[src/rtl/amt_recovery_pkg.sv]
// Shared types and constants for AMT-to-RMT recovery.
// Optional feature macro: AMT_RECOVER_PIPE_EN (registers AMT data one stage before the RMT).
package amt_recovery_pkg;

  // Recovery walk states
  typedef enum logic [1:0] {
    IDLE = 2'd0,
    WALK = 2'd1,
    DONE = 2'd2
  } recoverState_t;

  // Entries restored per cycle (RMT write port count)
  localparam int RECOVER_WIDTH = 4;

  // Packet layout {logical index, physical tag}; shared with the AMT and RMT
  localparam int PKT_TAG_LSB = 0;

  function automatic int pktIndexLsb(input int sizePhysicalLog);
    return PKT_TAG_LSB + sizePhysicalLog;
  endfunction

  // Number of groups needed to cover every logical register
  function automatic int groupCount(input int sizeRmt);
    return (sizeRmt + RECOVER_WIDTH - 1) / RECOVER_WIDTH;
  endfunction

endpackage

[src/rtl/amt_recover_lane_mask.sv]
// Valid-lane mask for one recovery group starting at base.
// Also used by the RMT checkpoint logic.
module amt_recover_lane_mask
  import amt_recovery_pkg::*;
#(
  parameter int SIZE_RMT     = 34,
  parameter int SIZE_RMT_LOG = 6
) (
  input  logic [SIZE_RMT_LOG-1:0]  base,
  output logic [RECOVER_WIDTH-1:0] laneMask
);

  // Lane k is valid when base+k lands inside the table; extra bit avoids wrap
  always_comb begin
    laneMask = '0;
    for (int k = 0; k < RECOVER_WIDTH; k++) begin
      laneMask[k] = (({1'b0, base} + (SIZE_RMT_LOG + 1)'(k)) < (SIZE_RMT_LOG + 1)'(SIZE_RMT));
    end
  end

endmodule

[src/rtl/amt_recovery_sequencer.sv]
// Walks the AMT four entries per cycle and rewrites the RMT after a recovery request.
// Optional feature macro: AMT_RECOVER_PIPE_EN (one register stage between AMT read and RMT write,
// plus one drain cycle before done).
module amt_recovery_sequencer
  import amt_recovery_pkg::*;
#(
  parameter int SIZE_RMT          = 34,
  parameter int SIZE_RMT_LOG      = 6,
  parameter int SIZE_PHYSICAL_LOG = 7
) (
  input  logic                                  clk,
  input  logic                                  reset,
  input  logic                                  recoverFlag_i,
  output logic [SIZE_RMT_LOG-1:0]               amtAddr0_o,
  output logic [SIZE_RMT_LOG-1:0]               amtAddr1_o,
  output logic [SIZE_RMT_LOG-1:0]               amtAddr2_o,
  output logic [SIZE_RMT_LOG-1:0]               amtAddr3_o,
  input  logic [SIZE_PHYSICAL_LOG-1:0]          amtData0_i,
  input  logic [SIZE_PHYSICAL_LOG-1:0]          amtData1_i,
  input  logic [SIZE_PHYSICAL_LOG-1:0]          amtData2_i,
  input  logic [SIZE_PHYSICAL_LOG-1:0]          amtData3_i,
  output logic [3:0]                            rmtWe_o,
  output logic [SIZE_RMT_LOG+SIZE_PHYSICAL_LOG-1:0] rmtPacket0_o,
  output logic [SIZE_RMT_LOG+SIZE_PHYSICAL_LOG-1:0] rmtPacket1_o,
  output logic [SIZE_RMT_LOG+SIZE_PHYSICAL_LOG-1:0] rmtPacket2_o,
  output logic [SIZE_RMT_LOG+SIZE_PHYSICAL_LOG-1:0] rmtPacket3_o,
  output logic                                  commitStall_o,
  output logic                                  recoveryBusy_o,
  output logic                                  recoverDone_o
);

  localparam int PKT_W    = SIZE_RMT_LOG + SIZE_PHYSICAL_LOG;
  localparam int IDX_LSB  = pktIndexLsb(SIZE_PHYSICAL_LOG);
  localparam int GROUPS   = groupCount(SIZE_RMT);
  localparam logic [SIZE_RMT_LOG-1:0] LAST_BASE = SIZE_RMT_LOG'(RECOVER_WIDTH * (GROUPS - 1));
`ifdef AMT_RECOVER_PIPE_EN
  localparam bit PIPE_EN = 1'b1;
`else
  localparam bit PIPE_EN = 1'b0;
`endif

  recoverState_t                state;
  logic [SIZE_RMT_LOG-1:0]      base;
  logic                         busyQ;
  logic                         doneQ;
  logic [RECOVER_WIDTH-1:0]     laneMask;
  logic [RECOVER_WIDTH-1:0]     walkMask;
  logic [SIZE_RMT_LOG-1:0]      laneAddr [RECOVER_WIDTH];
  logic [SIZE_PHYSICAL_LOG-1:0] amtData  [RECOVER_WIDTH];
  logic [PKT_W-1:0]             packet   [RECOVER_WIDTH];
  logic                         lastGroup;

  amt_recover_lane_mask #(
    .SIZE_RMT     (SIZE_RMT),
    .SIZE_RMT_LOG (SIZE_RMT_LOG)
  ) u_lane_mask (
    .base     (base),
    .laneMask (laneMask)
  );

  assign amtData[0] = amtData0_i;
  assign amtData[1] = amtData1_i;
  assign amtData[2] = amtData2_i;
  assign amtData[3] = amtData3_i;

  // Comparing against the final base means base never steps past the table
  assign lastGroup = (base == LAST_BASE);
  assign walkMask  = (state == WALK) ? laneMask : '0;

  // AMT read addresses; masked or idle lanes read entry 0
  always_comb begin
    for (int k = 0; k < RECOVER_WIDTH; k++) begin
      laneAddr[k] = walkMask[k] ? (base + SIZE_RMT_LOG'(k)) : '0;
    end
  end

`ifdef AMT_RECOVER_PIPE_EN
  logic [RECOVER_WIDTH-1:0]     pipeWe;
  logic [SIZE_RMT_LOG-1:0]      pipeIdx  [RECOVER_WIDTH];
  logic [SIZE_PHYSICAL_LOG-1:0] pipeData [RECOVER_WIDTH];

  // Pipeline register between AMT read and RMT write; a restart flushes it
  always_ff @(posedge clk) begin
    if (reset || recoverFlag_i) begin
      pipeWe <= '0;
    end else begin
      pipeWe <= walkMask;
    end
    for (int k = 0; k < RECOVER_WIDTH; k++) begin
      pipeIdx[k]  <= laneAddr[k];
      pipeData[k] <= amtData[k];
    end
  end

  // RMT packets from the pipeline register
  always_comb begin
    for (int k = 0; k < RECOVER_WIDTH; k++) begin
      packet[k] = '0;
      if (pipeWe[k]) begin
        packet[k][PKT_TAG_LSB +: SIZE_PHYSICAL_LOG] = pipeData[k];
        packet[k][IDX_LSB +: SIZE_RMT_LOG]          = pipeIdx[k];
      end
    end
  end

  assign rmtWe_o = pipeWe;
`else
  // RMT packets passed straight through from the AMT read
  always_comb begin
    for (int k = 0; k < RECOVER_WIDTH; k++) begin
      packet[k] = '0;
      if (walkMask[k]) begin
        packet[k][PKT_TAG_LSB +: SIZE_PHYSICAL_LOG] = amtData[k];
        packet[k][IDX_LSB +: SIZE_RMT_LOG]          = laneAddr[k];
      end
    end
  end

  assign rmtWe_o = walkMask;
`endif

  // Walk FSM with registered busy/done; any request restarts from base 0
  always_ff @(posedge clk) begin
    if (reset) begin
      state <= IDLE;
      base  <= '0;
      busyQ <= 1'b0;
      doneQ <= 1'b0;
    end else begin
      doneQ <= 1'b0;
      if (recoverFlag_i) begin
        state <= WALK;
        base  <= '0;
        busyQ <= 1'b1;
      end else begin
        case (state)
          WALK: begin
            if (lastGroup) begin
              state <= DONE;
              // Pipelined build spends DONE draining the last group
              busyQ <= PIPE_EN;
              doneQ <= !PIPE_EN;
            end else begin
              base  <= base + SIZE_RMT_LOG'(RECOVER_WIDTH);
              busyQ <= 1'b1;
            end
          end
          DONE: begin
            state <= IDLE;
            busyQ <= 1'b0;
            doneQ <= PIPE_EN;
          end
          default: begin
            state <= IDLE;
            busyQ <= 1'b0;
          end
        endcase
      end
    end
  end

  assign amtAddr0_o     = laneAddr[0];
  assign amtAddr1_o     = laneAddr[1];
  assign amtAddr2_o     = laneAddr[2];
  assign amtAddr3_o     = laneAddr[3];
  assign rmtPacket0_o   = packet[0];
  assign rmtPacket1_o   = packet[1];
  assign rmtPacket2_o   = packet[2];
  assign rmtPacket3_o   = packet[3];
  assign commitStall_o  = recoverFlag_i | (state != IDLE);
  assign recoveryBusy_o = busyQ;
  assign recoverDone_o  = doneQ;

endmodule

[config.mk]
export PLATFORM = sky130hd
export DESIGN_NAME = amt_recovery_sequencer
export DESIGN_NICKNAME = d
export VERILOG_FILES = /design/src/rtl/amt_recovery_pkg.sv /design/src/rtl/amt_recover_lane_mask.sv /design/src/rtl/amt_recovery_sequencer.sv
export SDC_FILE = /design/constraint.sdc
export NUM_CORES = 1
export LEC_CHECK = 0
export ABC_AREA = 1
export BUFFER_PORTS_ARGS = -buffer_cell sky130_fd_sc_hd__buf_4
export CORE_UTILIZATION = 31
export DETAILED_ROUTE_END_ITERATION = 7
export PLACE_DENSITY = 0.77
export SLEW_MARGIN = 20
export SYNTH_ARGS = -nofsm -noshare
export SYNTH_HDL_FRONTEND = slang
export SYNTH_SLANG_ARGS = --single-unit
[constraint.sdc]
create_clock -name clk -period 1.2 [get_ports clk]
set_input_delay 0.12 -clock clk [delete_from_list [all_inputs] [get_ports clk]]
set_output_delay 0.12 -clock clk [all_outputs]
set_load 0.02 [all_outputs]
==> results.ini, run 1 <==
[status]
status = finished, violations left
violations = negative setup slack

[synth]
ys_ff_latch = 8
yosysWarningCount = 0
synthCells = 156
synth_cell_types = 21
netlist.top_cell.by_area = buf_4
ys_seq_area_share_pct = 15.3
netlist_top_cells_area = buf_4 (28%), dfxtp_1 (15%), nor2_1 (11%)
avgSynthCellArea_um2 = 6.70
synth_area_um2 = 1040
synth_top_area_share_pct = 28.0

[place]
pre_cts_slack_ns = -0.200
gp_congestion = 0.761
dp_hpwl_mm = 2.50
io_buffers = 101

[critical_path]
reg2regPathDepth = 8
cp-end-kind = output port
crit_required_ns = 1.08
cp-startpoint = state[1]$_SDFFE_PP0P_
arrival_ns = 1.47
critical_path_class = reg -> out
start_kind = register
cp_max_fo = 4
crit_end = rmtPacket1_o[4]
rr_endpoint = base[4]$_SDFFE_PP0P_
r2r-start = base[2]$_SDFFE_PP0P_
ff2ff_setup_slack_ns = -0.04

[timing]
finalClockSkew_ns = 0.00539
timing.hold.ws_ns = 0.0775
finalSetupViolCount = 71
slew_violations = 0
clock.fmax_ghz = 0.629
setup_ws_ns = -0.389
period_share_pct = 132
rsz0062_at_grt = yes
final_hold_viol_count = 0
fin_crit_ns = 1.59

[final_layout]
fill_cells = 208
areaGrowthSynthToFinish_pct = 119
drive_gt1_share_pct = 73.6
diodes = 0
nNetsFinal = 297

[route]
ant_nets = 0
drt_iter0_markers = 38
vias = 1346
wl_per_cell_um = 13.4
vias_per_cell = 4.41
drc_errors = 0
wl_mm = 4.09
drtPass1Iterations = 4

[global_route]
overflow = 0
antenna_found_initial = 0
grt_max_degree = 12
grt_pass1_vias = 1144
grt.total_usage_pct = 18.8
grt_pass1_wl_mm = 5.14

[hold_path]
holdCritPathClass = in -> reg

[cts]
cts_root_buffer = clkbuf_4
hold_buffers = 0
cts.sink_count = 8
cts.htree.levels = 1
cts_tree = built
clockBufferDepth = 2
cts_buffers = 3
path_clk_slew_ns = 0.06
clkLatencyLatePin_ns = 0.26

[die]
die_x_um = 60.1
coreArea_um2 = 3130
die_area_um2 = 3610
start_util_pct = 33.4
io_pins = 114
std_cell_rows = 20
die_y_um = 60.1

[pwr]
leakagePower_uw = 0.00116
vdd_drop_max_mv = 0.417
powerDensity_nw_per_um2 = 599

[job]
drv_cap = 0

## worst max-delay path, stage by stage, from the launching register on
cell	delay, ns
dfxtp_2	0.32
inv_2	0.07
nand2_4	0.07
nor2_4	0.21
nand2_2	0.15
a21boi_1	0.22
buf_4	0.18
## how the worst min path moves through the flow
| stage | from | to | cells past startpoint |
|---|---|---|---|
| floorplan | reset | state[0]$_SDFFE_PP0P_ | 1 |
| global placement | recoverFlag_i | recoverDone_o$_SDFF_PP0_ | 2 |
| detailed placement | reset | state[0]$_SDFFE_PP0P_ | 2 |
| CTS | recoverFlag_i | state[1]$_SDFFE_PP0P_ | 2 |
| global route | recoverFlag_i | state[1]$_SDFFE_PP0P_ | 2 |
| finish | recoverFlag_i | state[1]$_SDFFE_PP0P_ | 2 |
## per-stage QoR
step	instances	power, µW	util (%)	area [µm²]	setup TNS, ns
4_1_cts	304	1330	70.4	2200	-19.20
2_1_floorplan	167	768	-	1240	-10.81
3_3_place_gp	294	1010	61.3	1920	-2.30
3_5_place_dp	294	1020	61.3	1920	-4.65
5_1_grt	305	1440	73.1	2290	-23.28
6_report	305	1370	73.1	2290	-18.53
## per-layer routing
metal,up-vias,routed length (µm),global-route usage (%)
li1,628,-,-
met1,622,1470,20.5
met2,84,2160,34.6
met3,12,344,4.33
met4,0,118,7.64
met5,-,0,0
## power breakdown
| group | total [µW] | switching (µW) | internal, µW | leakage [µW] |
|---|---|---|---|---|
| sequential | 280 | 5.22 | 274 | 0.0000664 |
| combinational | 877 | 477 | 400 | 0.00108 |
| clock | 212 | 97.5 | 115 | 0.0000138 |
| total | 1370 | 580 | 789 | 0.00116 |
## timing repair
action	CTS	global route
setup endpoints to repair	74	74
resized for setup	46	20
buffers inserted	6	2
gates cloned	1	1
pin swaps	5	7
## cell type report
| cell class | instances | area [µm²] | area share [%] |
|---|---|---|---|
| Inverter | 30 | 120 | 5.25 |
| Sequential cell | 8 | 164 | 7.17 |
| Clock buffer | 3 | 22.5 | 0.985 |
| Multi-Input combinational cell | 88 | 777 | 34.0 |
| Timing Repair Buffer | 132 | 1150 | 50.2 |
| Tap cell | 44 | 55.1 | 2.41 |
## cell usage in the layout, fill, tap and decap left out, types with 4 or more instances in the layout
| master | count |
|---|---|
| buf_4 | 101 |
| a21boi_1 | 6 |
| buf_6 | 27 |
| nand2_1 | 4 |
| conb_1 | 12 |
| nor2_1 | 9 |
| nor2_4 | 31 |
| dfxtp_1 | 5 |
| inv_1 | 24 |
## sequential cells by signal, indices dropped and copies added (netlist names)
| name | cells |
|---|---|
| recoveryBusy_o | 1 |
| recoverDone_o | 1 |
| state | 2 |
| base | 4 |
## logic make-up (layout without fill, tap and decap cells)
| kind of cell | Yosys count | count (layout) | share of synthesized area [%] |
|---|---|---|---|
| buffers and inverters | 72 | 165 | 42.3 |
| and+or+nand+nor | 59 | 60 | 30.3 |
| AOI/OAI and AO/OA | 13 | 13 | 8.14 |
| DFF | 8 | 8 | 15.3 |
| adders and majority gates | 3 | 3 | 3.59 |
| other | 1 | 12 | 0.359 |
## synth_stat cells, drive strengths merged
master / instances
o21bai: 1
nor3: 1
conb: 1
inv: 30
nor4: 2
buf: 42
nor2: 41
ha: 3
dfxtp: 8
a21boi: 7
nand3: 4
nand3b: 1
nand4: 1
a21oi: 5
nand2: 9
Power figures use the tool's default switching activity.
==> inputs of run 2 (changes only) <==
--- a/config.mk
+++ b/config.mk
@@ -9,7 +9,9 @@
 export BUFFER_PORTS_ARGS = -buffer_cell sky130_fd_sc_hd__buf_4
 export CORE_UTILIZATION = 31
 export DETAILED_ROUTE_END_ITERATION = 7
+export HOLD_SLACK_MARGIN = 0.03
 export PLACE_DENSITY = 0.77
+export SKIP_CTS_REPAIR_TIMING = 1
 export SLEW_MARGIN = 20
 export SYNTH_ARGS = -nofsm -noshare
 export SYNTH_HDL_FRONTEND = slang
==> run 2 against run 1 <==
The flow still finishes with violations (negative setup slack). Register-to-register slack better by 0.06 ns. Critical path depth rose by 1. Non-clock buffer count fell by 2. Cell count shrank 0.66%. Total power shrank 0.90%. Hold slack got worse by 0.038 ns. Maximum frequency decreased by 0.27%. Clock skew is 0.015 ns higher.
==> results.ini, run 2 (synthesis gave the netlist of run 1 again) <==
[die]
start_util_pct = 33.4
die_y_um = 60.1
coreArea_um2 = 3130
die_area_um2 = 3610
io_pins = 114
die_x_um = 60.1
std_cell_rows = 20

[final_layout]
post-route-util_pct = 70.5
top_regs = base (4), state (2)
regMostFlops = base
areaGrowthSynthToFinish_pct = 111
layout_common_cells = buf_4 (110), nor2_4 (30), inv_1 (24)
fill_cells = 230
nNetsFinal = 295
drive_gt1_share_pct = 74.1
diodes = 0
largest_reg_flops = 4
final_design_area_no_fill_um2 = 2210
final_common_cell = buf_4

[timing]
fin_tns_setup_ns = -20.67
setup_ws_ns = -0.393
period_share_pct = 133
rsz0062_at_grt = yes
timing.hold.ws_ns = 0.0398
fin_crit_ns = 1.59
finalClockSkew_ns = 0.0203
slew_violations = 0
clock.fmax_ghz = 0.628
final_hold_viol_count = 0
finalSetupViolCount = 68

[critical_path]
slowest_stage = dfxtp_2
arrival_ns = 1.47
path_cells = inv_2, nand2_4, nor2_4, inv_4, buf_12, nor2_4, buf_4
critical_path_class = reg -> out
start_kind = register
crit_required_ns = 1.08
cp_max_fo = 11
worst_path_most_repeated_cell = nor2_4
max_stage_delay_ns = 0.33
cp-end-kind = output port

[cts]
clkLatencyLatePin_ns = 0.28
cts_tree = built
path_clk_slew_ns = 0.07
cts.sink_count = 8
clockBufferDepth = 2
cts.htree.levels = 1
cts_buffers = 3
cts_root_buffer = clkbuf_4

[global_route]
grt_pass1_vias = 1014
overflow = 0
grt_pass1_wl_mm = 4.17
grt.total_usage_pct = 15.1
antenna_found_initial = 0
grt_max_degree = 12

[status]
violations = negative setup slack
status = finished, violations left

[place]
io_buffers = 101
gp_congestion = 0.761
placed_cell_area_um2 = 1920
dp_hpwl_mm = 2.50

[pwr]
p_switching_uw = 582
intPower_uw = 775
seqPwrFrac_pct = 20.6
combPwrFrac_pct = 62.1
p_total_uw = 1360
leakagePower_uw = 0.00114
clock_power_share_pct = 17.3
switching_share_pct = 42.9
powerDensity_nw_per_um2 = 615
vdd_drop_max_mv = 0.411

[job]
drv_cap = 0

[route]
vias = 1257
drtPass1Iterations = 4
ant_nets = 0
drc_errors = 0
wl_mm = 3.55
drt_iter0_markers = 31
wl_per_cell_um = 11.7
vias_per_cell = 4.15

[hold_path]
holdCritPathClass = in -> reg

## run 2: cell count changes in the layout (fill, tap and decap cells not counted), moves of 2 or more
cell,before,now
a21boi_2,1,4
buf_4,101,110
buf_6,27,16
nand3_4,3,1
a21boi_1,6,3
## run 2: worst paths after layout
kind / startpoint / to / slack [ns] / cells past startpoint
setup / recovery: state[1]$_SDFFE_PP0P_ / amtAddr2_o[4] / -0.39 / 7
hold reg to reg: base[3]$_SDFFE_PP0P_ / base[3]$_SDFFE_PP0P_ / 0.63 / 3
hold / removal: recoverFlag_i / state[1]$_SDFFE_PP0P_ / 0.04 / 2
setup reg to reg: base[4]$_SDFFE_PP0P_ / base[4]$_SDFFE_PP0P_ / 0.02 / 6
## run 2: final cells by class
class                   count  area [µm²]  share of cell area [%]
clock buffers               3        22.5                    1.02
repair buffers            130        1090                    49.5
well taps                  44        55.1                    2.50
inverters                  30         121                    5.50
multi-input cells          88         751                    34.0
flip-flops and latches      8         165                    7.49
## run 2: worst max-delay path, delay by kind of cell, from the launching register on
| kind | cells | cell delay [ns] |
|---|---|---|
| flip-flops | 1 | 0.33 |
| buffers and inverters | 4 | 0.53 |
| AND/OR/NAND/NOR | 3 | 0.34 |
## run 2: power by group through the flow
stage / logic [µW] / clock network (µW) / registers [µW]
finish: 842 / 235 / 280
global route: 889 / 249 / 281
CTS: 734 / 213 / 279
detailed placement: 732 / 0 / 285
global placement: 723 / 0 / 284
floorplan: 479 / 0 / 289
## run 2: metal layers
layer / global-route usage (%) / up-vias / part of all wire (%)
met4: 6.31 / 0 / 0.82
met1: 15.9 / 562 / 37
met5: 0 / - / 0
li1: - / 621 / -
met2: 27.6 / 71 / 53
met3: 4.33 / 3 / 8.9
## run 2: through the flow
| step | cells | worst slack [ns] |
|---|---|---|
| after floorplan | 167 | -0.309 |
| after global placement | 294 | -0.127 |
| after detailed placement | 294 | -0.200 |
| after CTS | 297 | -0.493 |
| after global routing | 303 | -0.446 |
| final | 303 | -0.393 |
==> inputs of run 3 (changes only) <==
--- a/config.mk
+++ b/config.mk
@@ -7,10 +7,11 @@
 export LEC_CHECK = 0
 export ABC_AREA = 1
 export BUFFER_PORTS_ARGS = -buffer_cell sky130_fd_sc_hd__buf_4
-export CORE_UTILIZATION = 31
+export CORE_UTILIZATION = 35
+export CTS_CLUSTER_DIAMETER = 60
 export DETAILED_ROUTE_END_ITERATION = 7
 export HOLD_SLACK_MARGIN = 0.03
-export PLACE_DENSITY = 0.77
+export PLACE_DENSITY = 0.82
 export SKIP_CTS_REPAIR_TIMING = 1
 export SLEW_MARGIN = 20
 export SYNTH_ARGS = -nofsm -noshare
==> constraint.sdc (replaced) <==
create_clock -name clk -period 1.8 [get_ports clk]
set_input_delay 0.18 -clock clk [delete_from_list [all_inputs] [get_ports clk]]
set_output_delay 0.18 -clock clk [all_outputs]
set_load 0.02 [all_outputs]
==> run 3 against run 2 <==
The run now ends clean. Die area down 11%. Count of clock-buffer cells in the layout unchanged. Cell count decreased by 12%. Non-clock buffer count shrank 23. Clock skew shrank 0.019 ns. Sequential cell count is the same. Via count down 12%. Critical path type unchanged. Critical endpoint is now rmtPacket2_o[10].
==> results.ini, run 3 (synthesis gave the netlist of run 1 again) <==
[die]
die_area_um2 = 3210
io_pins = 114
start_util_pct = 37.6
std_cell_rows = 19
die_x_um = 56.6
die_y_um = 56.6
coreArea_um2 = 2780

[critical_path]
arrival_ns = 1.51
cp-end-kind = output port
crit_required_ns = 1.62
cp_max_fo = 29
start_kind = register
ff2ff_setup_slack_ns = 0.48
reg2regPathDepth = 7
critical_path_class = reg -> out

[pwr]
leakagePower_uw = 0.000959
clock_power_share_pct = 18.6
switching_share_pct = 41.2
combPwrFrac_pct = 56.1
powerDensity_nw_per_um2 = 451
seqPwrFrac_pct = 25.3
vdd_drop_max_mv = 0.411
intPower_uw = 436
p_total_uw = 742
p_switching_uw = 306

[final_layout]
top_regs = base (4), state (2)
fill_cells = 267
largest_reg_flops = 4
diodes = 0
final_design_area_no_fill_um2 = 1650
regMostFlops = base
seqCellArea_um2 = 161
multi_input_area_um2 = 503
areaGrowthSynthToFinish_pct = 57.5
nNetsFinal = 271
post-route-util_pct = 59.2
layout_common_cells = buf_4 (105), nor2_1 (28), inv_1 (26)
final_common_cell = buf_4
drive_gt1_share_pct = 55.7

[timing]
timing.hold.ws_ns = 0.112
slew_violations = 0
final_hold_viol_count = 0
period_share_pct = 94.0
rsz0062_at_grt = no
finalClockSkew_ns = 0.00114
fin_crit_ns = 1.69
finalSetupViolCount = 0
clock.fmax_ghz = 0.591

[global_route]
grt_pass1_wl_mm = 4.01
antenna_found_initial = 0
grt_max_degree = 30
grt.total_usage_pct = 15.6
grt_pass1_vias = 903
overflow = 0

[hold_path]
holdCritPathClass = in -> reg
hold_depth = 2

[route]
vias_per_cell = 4.16
wl_mm = 2.75
vias = 1106
ant_nets = 0
drc_errors = 0
drtPass1Iterations = 4
wl_per_cell_um = 10.3
drt_iter0_markers = 32

[cts]
cts_buffers = 3
cts_root_buffer = clkbuf_4
cts.sink_count = 8
clkLatencyLatePin_ns = 0.25
cts_tree = built
cts.htree.levels = 1
path_clk_slew_ns = 0.05
clockBufferDepth = 2

[place]
dp_hpwl_mm = 2.16
gp_congestion = 0.719
placed_cell_area_um2 = 1570
io_buffers = 101

[job]
drv_cap = 0

[status]
status = finished clean

==> run 3: cell count changes in the layout (fill, tap and decap cells not counted), moves of 4 or more <==
| cell | change |
|---|---|
| nor2_1 | +19 |
| nor2_4 | -20 |
| buf_4 | -5 |
| buf_6 | -15 |
| a21boi_0 | +7 |
| a21boi_2 | -4 |
==> run 3: through the flow <==
step | worst slack, ns | instances | setup TNS, ns
4_1_cts | -0.180 | 262 | -3.14
2_1_floorplan | 0.0719 | 167 | 0
5_1_grt | 0.000131 | 266 | 0
3_5_place_dp | 0.107 | 259 | 0
6_report | 0.108 | 266 | 0
3_3_place_gp | 0.123 | 259 | 0
==> run 3: critical path: stages (launching register included) <==
cell	delay (ns)
dfxtp_1	0.31
inv_2	0.08
nand2_4	0.08
nor2_4	0.15
inv_4	0.17
nor2_1	0.25
buf_4	0.19
==> run 3: cell type report <==
cell class,instances,share of cell area [%]
multi-input combinational,87,30.6
tap,31,2.36
clock buffer,3,1.37
inverter,30,7.00
sequential,8,9.81
timing repair buffer,107,48.9
==> run 3: final timing paths <==
kind,endpoint,start
worst max-delay path,rmtPacket2_o[10],state[1]$_SDFFE_PP0P_
worst min register to register,state[1]$_SDFFE_PP0P_,state[0]$_SDFFE_PP0P_
worst max register to register,base[2]$_SDFFE_PP0P_,base[3]$_SDFFE_PP0P_
worst min-delay path,state[0]$_SDFFE_PP0P_,reset
==> run 3: power groups by stage <==
stage	Combinational, µW	Sequential (µW)	Clock (µW)
final	416	188	138
after global placement	397	190	0
after floorplan	276	191	0
after global routing	443	188	146
after detailed placement	400	190	0
after CTS	401	186	140
==> run 3: metal layers <==
layer / GRT usage, % / share of wire, %
met1: 17.5 / 37
met2: 28.2 / 52
met3: 3.92 / 9.8
met4: 5.23 / 1.0
met5: 0 / 0
